==> config.mk <==
export PLATFORM = sky130hd
export DESIGN_NAME = sha1_padder
export DESIGN_NICKNAME = d
export VERILOG_FILES = /design/src/rtl/sha1_padder.sv
export SDC_FILE = /design/constraint.sdc
export NUM_CORES = 1
export LEC_CHECK = 0
export CORE_MARGIN = 1.5
export CORE_UTILIZATION = 55
export DETAILED_ROUTE_END_ITERATION = 16
export HOLD_SLACK_MARGIN = 0.06
export PLACE_DENSITY = 0.89
export SLEW_MARGIN = 20
export SYNTH_ARGS = -nofsm -noshare
export SYNTH_HDL_FRONTEND = slang
export SYNTH_SLANG_ARGS = --single-unit
==> constraint.sdc <==
create_clock -name clk -period 71.7 [get_ports clk]
set_clock_uncertainty 0.15 [all_clocks]
set_input_delay 21.51 -clock clk [delete_from_list [all_inputs] [get_ports clk]]
set_output_delay 21.51 -clock clk [all_outputs]
set_load 0.02 [all_outputs]
==> src/rtl/sha1_padder.sv <==
// SHA-1 message padder: byte stream in, padded 512-bit blocks out (W0 at [31:0]).
// Define SHA1_PADDER_ERR_EN to add the sticky byte-counter overflow flag on err.
module sha1_padder #(
  parameter int LEN_W = 64
) (
  input  logic         clk,
  input  logic         rst,
  input  logic [7:0]   in_data,
  input  logic         in_valid,
  input  logic         in_last,
  output logic         in_ready,
  output logic [511:0] out_block,
  output logic         out_valid,
  output logic         out_last,
  input  logic         out_ready
`ifdef SHA1_PADDER_ERR_EN
  ,
  output logic         err
`endif
);

  localparam int CW = LEN_W - 3;

  typedef enum logic [1:0] {S_FILL, S_PAD, S_EMIT, S_LEN} state_t;

  state_t        r_state;
  logic [7:0]    r_buf [64];
  logic [5:0]    r_idx;
  logic [CW-1:0] r_cnt;
  logic          r_final;
  logic          r_pend_pad;
  logic          r_need_len;
  logic          r_in_ready;
  logic          r_out_valid;
  logic          r_out_last;
  logic [63:0]   w_len;
  logic          w_acc;
  logic          w_cons;

  // bit length = byte count * 8, zero-extended to the 64-bit field
  assign w_len     = 64'({r_cnt, 3'b000});
  assign w_acc     = in_valid && r_in_ready;
  assign w_cons    = r_out_valid && out_ready;
  assign in_ready  = r_in_ready;
  assign out_valid = r_out_valid;
  assign out_last  = r_out_last;

  // byte k lands big-endian inside word k/4
  for (genvar k = 0; k < 64; k++) begin : g_map
    assign out_block[32*(k/4) + 8*(3-(k%4)) +: 8] = r_buf[k];
  end

  always_ff @(posedge clk or posedge rst) begin
    if (rst) begin
      r_state     <= S_FILL;
      r_idx       <= '0;
      r_cnt       <= '0;
      r_final     <= 1'b0;
      r_pend_pad  <= 1'b0;
      r_need_len  <= 1'b0;
      r_in_ready  <= 1'b1;
      r_out_valid <= 1'b0;
      r_out_last  <= 1'b0;
      for (int j = 0; j < 64; j++) r_buf[j] <= 8'h00;
    end else begin
      case (r_state)
        S_FILL: begin
          if (w_acc) begin
            r_buf[r_idx] <= in_data;
            r_idx        <= r_idx + 6'd1;
            r_cnt        <= r_cnt + CW'(1);
            if (r_idx == 6'd63) begin
              r_final     <= 1'b0;
              r_pend_pad  <= in_last;
              r_state     <= S_EMIT;
              r_in_ready  <= 1'b0;
              r_out_valid <= 1'b1;
              r_out_last  <= 1'b0;
            end else if (in_last) begin
              r_state    <= S_PAD;
              r_in_ready <= 1'b0;
            end
          end
        end
        S_PAD: begin
          for (int j = 0; j < 64; j++) begin
            if (j == int'(r_idx))     r_buf[j] <= 8'h80;
            else if (j > int'(r_idx)) r_buf[j] <= 8'h00;
          end
          if (r_idx <= 6'd55) begin
            for (int j = 56; j < 64; j++) r_buf[j] <= w_len[8*(63-j) +: 8];
            r_final    <= 1'b1;
            r_out_last <= 1'b1;
          end else begin
            r_need_len <= 1'b1;
            r_out_last <= 1'b0;
          end
          r_state     <= S_EMIT;
          r_out_valid <= 1'b1;
        end
        S_EMIT: begin
          if (w_cons) begin
            r_out_valid <= 1'b0;
            r_out_last  <= 1'b0;
            if (r_final) begin
              r_idx      <= '0;
              r_cnt      <= '0;
              r_final    <= 1'b0;
              r_pend_pad <= 1'b0;
              r_need_len <= 1'b0;
              r_state    <= S_FILL;
              r_in_ready <= 1'b1;
            end else if (r_pend_pad) begin
              r_idx      <= '0;
              r_pend_pad <= 1'b0;
              r_state    <= S_PAD;
            end else if (r_need_len) begin
              r_need_len <= 1'b0;
              r_state    <= S_LEN;
            end else begin
              r_state    <= S_FILL;
              r_in_ready <= 1'b1;
            end
          end
        end
        S_LEN: begin
          for (int j = 0; j < 56; j++) r_buf[j] <= 8'h00;
          for (int j = 56; j < 64; j++) r_buf[j] <= w_len[8*(63-j) +: 8];
          r_final     <= 1'b1;
          r_out_last  <= 1'b1;
          r_out_valid <= 1'b1;
          r_state     <= S_EMIT;
        end
        default: r_state <= S_FILL;
      endcase
    end
  end

`ifdef SHA1_PADDER_ERR_EN
  // sticky: set when the byte counter rolls over from all-ones
  always_ff @(posedge clk or posedge rst) begin
    if (rst)                    err <= 1'b0;
    else if (w_acc && (&r_cnt)) err <= 1'b1;
  end
`endif

endmodule

### Yosys cells after proc, flatten, opt, wreduce, memory -nomap -nowiden

Index checks and enable logic that the tools add are counted.

| word-level totals | value |
|---|---|
| bits of input ports | 13 |
| output and inout port bits | 515 |
| flip-flop bits (word level) | 587 |

| operators by class | value |
|---|---|
| $lt $le $gt $ge | 66 |
| muxes and demuxes | 176 |
| reduce and logical (&&, ||, !) cells | 81 |
| eq/ne operators | 141 |
| bitwise logic cells | 1 |
| add/sub/neg operators | 2 |

Operator list:

| kind | number |
|---|---|
| case mux 512 bit (3 select lines) | 1 |
| 2-to-1 mux 8 bit | 128 |
| bitwise mux 512 bit | 1 |
| 2-to-1 mux 512 bit | 1 |
| AND reduction 3 bit | 66 |
| equality test 6 bit (first input constant) | 32 |
| > comparator 6 bit (first input constant) | 32 |
| 2-to-1 mux 61 bit | 3 |
| inequality test 3 bit (second input constant) | 59 |
| case mux 61 bit (2 select lines) | 1 |
| equality test 5 x 6 -> 1 bit (first input constant) | 16 |
| > comparator 5 x 6 -> 1 bit (first input constant) | 16 |
| 2-to-1 mux 64 bit | 1 |
| adder 61 x 1 -> 61 bit (second input constant) | 1 |
| demux 8 bit (select 6 bit) | 1 |
| equality test 4 x 6 -> 1 bit (first input constant) | 8 |
| > comparator 4 x 6 -> 1 bit (first input constant) | 8 |
| inequality test 4 bit (second input constant) | 8 |
| equality test 3 x 6 -> 1 bit (first input constant) | 4 |
| > comparator 3 x 6 -> 1 bit (first input constant) | 4 |
| 2-to-1 mux 6 bit | 4 |
| 2-to-1 mux 1 bit | 20 |
| AND reduction 4 bit | 5 |
| 2-to-1 mux 2 bit | 7 |
| 25 further kinds | 40 |

### Logic depth before layout (Yosys ltp)

| depth | value |
|---|---|
| depth after elaboration | 8 |
| mapped depth | 11 |

### Least setup slack after synthesis

OpenSTA, ideal clock, no wires.

| timing | value |
|---|---|
| path type | input to register |
| start | in in_valid |
| end | reg (tool-made name) |
| arrival time | 22.932 ns |
| required time | 71.425 ns |
| setup slack | 48.493 ns |
| cell stages on the path | 7 |
| path buffers | 2 |
| path through | a21bo_2 -> buf_2 -> o21ai_1 -> buf_2 -> a21oi_2 -> nand3_1 -> mux2_2 |

RTL lines:

| element | line | RTL |
|---|---|---|
| start: declaration | 9 | `input logic in_valid,` |

==> metrics.log <==
[metrics] class of the most critical setup path: in2async
[metrics] portion of synthesized cell area occupied by the leading cell type: 58.1%
[metrics] Total GRT Usage: 40.0%
[metrics] internal power: 665 µW
[metrics] antenna-violating nets left: 0
[metrics] maximum number of pins on one net before global-route repair: 138
[metrics] number of cells produced by synthesis: 2296
[metrics] arithmetic-cell share of the synthesized area counting full adders, half adders and majority gates: 0.545%
[metrics] power density over cell area: 35.7 nW/µm²
[metrics] number of buffers on the longest clock path: 3
[metrics] grt ovf: 0
[metrics] EDFF count, synth: 0
[metrics] Final Slew Violations: 0
[metrics] chip width: 217 µm
[metrics] CTS Buf Count: 57
[metrics] area of the mapped netlist: 25200 µm²
[metrics] Max Freq: 0.0404 GHz
[metrics] quantity of hold-fixing buffers added after cts: 0
[metrics] capturing element type of the critical path: asynchronous set/reset pin
[metrics] slew at the pin with the worst max-slew slack: 1.20 ns
[metrics] arrival time of data at the critical path endpoint: 25.24 ns
[metrics] Synth-to-Final Area Change: 29.8%
[metrics] Pre-Repair DR Iteration Count: 6
[metrics] Hold/Removal Path Class: reg2reg
[metrics] count of endpoints failing hold in the final timing report: 0
[metrics] switching portion of total power: 43.0%
[metrics] global-route wire length before repair: 143000 µm
[metrics] I/O Buffers: 527
[metrics] Clk pin slew, worst setup/hold paths: 0.06 ns
[metrics] DRC Markers: 0
[metrics] number of I/O pins: 528
[metrics] count of state elements after synthesis: 587
[metrics] top cell type by total area after synthesis: dfrtp_1
[metrics] maximum resistive drop on vdd: 26.6 µV
[metrics] setup fix buffers added after clock tree synthesis: 0
[metrics] primary flip-flop cell chosen by synthesis mapping: dfrtp_1
[metrics] setup repair after global routing missed its margin: no
[metrics] run status: completed
[metrics] depth of the worst hold-timing path: 2
[metrics] sort of element at the start of the critical path: primary input
[metrics] count of warnings emitted by yosys: 0
[metrics] portion of total power attributed to sequential cells: 33.4%
[metrics] static leakage: 0.0141 µW
[metrics] vertical extent of the die: 217 µm
[metrics] later-pin clock latency in the skew report: 0.61 ns
[metrics] fraction of the yosys area taken by sequential cells: 58.2%
[metrics] area share of xor/xnor cells in the synthesized design: 1.46%
[metrics] aggregate routed wire length: 94800 µm
[metrics] Rel. slew slack: 19.1%
[metrics] final design utilization: 72.3%
[metrics] total vias in the final route: 23129
[metrics] number of different library cells in the post-synthesis netlist: 81
[metrics] Sinks on Clock Net: 587
[metrics] Required @ worst endpoint: 72.18 ns
[metrics] cell count after placement: 3302
[metrics] share of synthesized flip-flops with an asynchronous set or reset: 100%
[metrics] clock network fraction of design power: 26.5%
[metrics] Die Area: 47200 µm²
[metrics] average routed wire per standard cell: 27.8 µm
[metrics] top fanout value on the critical path: 137
[metrics] antenna violations before repair: 3
[metrics] post-synthesis net count: 2320
[metrics] count of cells resized by post-cts repair: 0
[metrics] clock root buffer: clkbuf_16
[metrics] number of endpoints failing setup at the final stage: 0
[metrics] combinational share of power: 40.0%
[metrics] vias in the first global route: 22976
[metrics] dpl hpwl: 65300 µm
[metrics] compound-cell area share of the yosys netlist: 23.3%
[metrics] Final period util: 34.5%
[metrics] CTS tree: done
[metrics] clock period minus final worst setup slack: 24.76 ns
[metrics] multiplexer area fraction after synthesis: 1.06%
[metrics] cell row count: 78
[metrics] H-Tree Depth: 2
[metrics] number of nets in the final layout: 2786
[metrics] layout cells sized above 1: 8.20%
[metrics] main combinational cell family by area after synthesis: compound AO/OA/AOI/OAI gates
[metrics] Final TNS setup: 0 ns
[metrics] floorplan core area: 45300 µm²
[metrics] post-synthesis share of cell area spent on and, or, nand and nor gates: 12.5%
[metrics] Post-Synthesis Mean Instance Area: 11.0 µm²
[metrics] starting density of the core: 55.7%
[metrics] gp weighted congestion: 0.972
[metrics] P_sw: 503 µW
[metrics] Synth area leaders: dfrtp_1 58%, a22o_1 12%, nand2_1 3.9%, o21ai_0 3.1%, nor2_1 2.6%
[metrics] worst reg2reg path depth: 7
[metrics] maximum capacitance violations: 0
[metrics] Layout Cells excl Fill: 3407
[metrics] count of routing violations after the opening detailed-route iteration: 2803
[metrics] Avg Vias per Cell: 6.79
## metrics by stage
step / worst slack, ns / hold WS, ns / cell area [µm²] / total power [µW]
floorplan: 33.62 / 0.326 / 25200 / 667
global placement: 46.01 / 0.312 / 30800 / 830
detailed placement: 45.87 / 0.320 / 30800 / 843
CTS: 46.51 / 0.333 / 32700 / 1150
global route: 46.30 / 0.358 / 32800 / 1210
finish: 46.94 / 0.331 / 32800 / 1170
## cell usage in the layout (no fill, tap or decap), types with 26 or more instances in the layout
cell / n
a22o_1: 356
dfrtp_1: 585
nor3_1: 38
o21ai_0: 157
clkbuf_16: 57
nand2_1: 259
nor2_1: 173
a21oi_1: 123
buf_4: 26
nand3_1: 48
clkdlybuf4s50_1: 521
## final timing paths
check / from / endpoint / slack, ns
worst max-delay path: rst / asynchronous set/reset pin / 46.94
worst min-delay path: register / register / 0.33
worst max register to register: r_state[1] / out_block[194] / 67.67
worst min register to register: register / register / 0.33
max in group clk: in_valid / out_block[194] / 47.70
min in group asynchronous: rst / out_block[262] / 21.34
## critical path, stage by stage
cell	delay, ns
clkdlybuf4s50_1	0.50
inv_8	0.63
buf_4	0.86
buf_6	0.70
buf_4	0.82
## metal layers
layer	vias up	track usage [%]	wire length (µm)
met3	403	10.3	11400
met4	0	23.4	6060
met1	11517	51.1	34100
met5	-	0	0
li1	9353	-	-
met2	1856	61.8	43300
## cells in the mapped netlist (6+ instances only)
master	count
a21oi_1	123
a221o_1	8
a22o_1	356
a22oi_1	9
a32o_1	7
and2_1	20
and3_1	11
buf_1	10
buf_2	51
buf_4	6
clkbuf_1	80
dfrtp_1	586
ha_1	11
inv_1	18
mux2_2	19
nand2_1	259
nand2b_1	7
nand3_1	48
nand4_1	22
nor2_1	174
nor2_2	20
nor3_1	40
nor3_2	7
o211ai_1	9
o21ai_0	157
o21ai_1	12
o221ai_2	12
o22a_1	22
o22ai_1	17
o31ai_1	9
or3_1	16
xnor2_1	21
xor2_1	21
## power groups by stage
stage | Clock [µW] | Sequential, µW | Combinational (µW)
after global routing | 324 | 394 | 488
after CTS | 311 | 390 | 450
after detailed placement | 0 | 395 | 448
after floorplan | 0 | 420 | 247
final | 310 | 391 | 468
after global placement | 0 | 393 | 437
## kinds of logic (layout without fill, tap and decap cells)
kind of cell / after synthesis / count (layout)
other: 0 / 2
and+or+nand+nor: 670 / 670
xor gates and xnor gates: 42 / 42
buffers and inverters: 169 / 678
DFF: 587 / 587
adders and majority gates: 11 / 11
muxes: 24 / 24
AOI/OAI and AO/OA: 793 / 793
## cell type report
cell class                 instances  area [µm²]
multi-input combinational       1540        9850
tap                              600         751
clock inverter                    23         292
sequential                       587       14700
fill                            3067       12500
clock buffer                      79        1610
inverter                          21        86.3
timing repair buffer             555        5460
antenna                            2        5.00
Note: power is estimated with default switching activity, not from simulation.
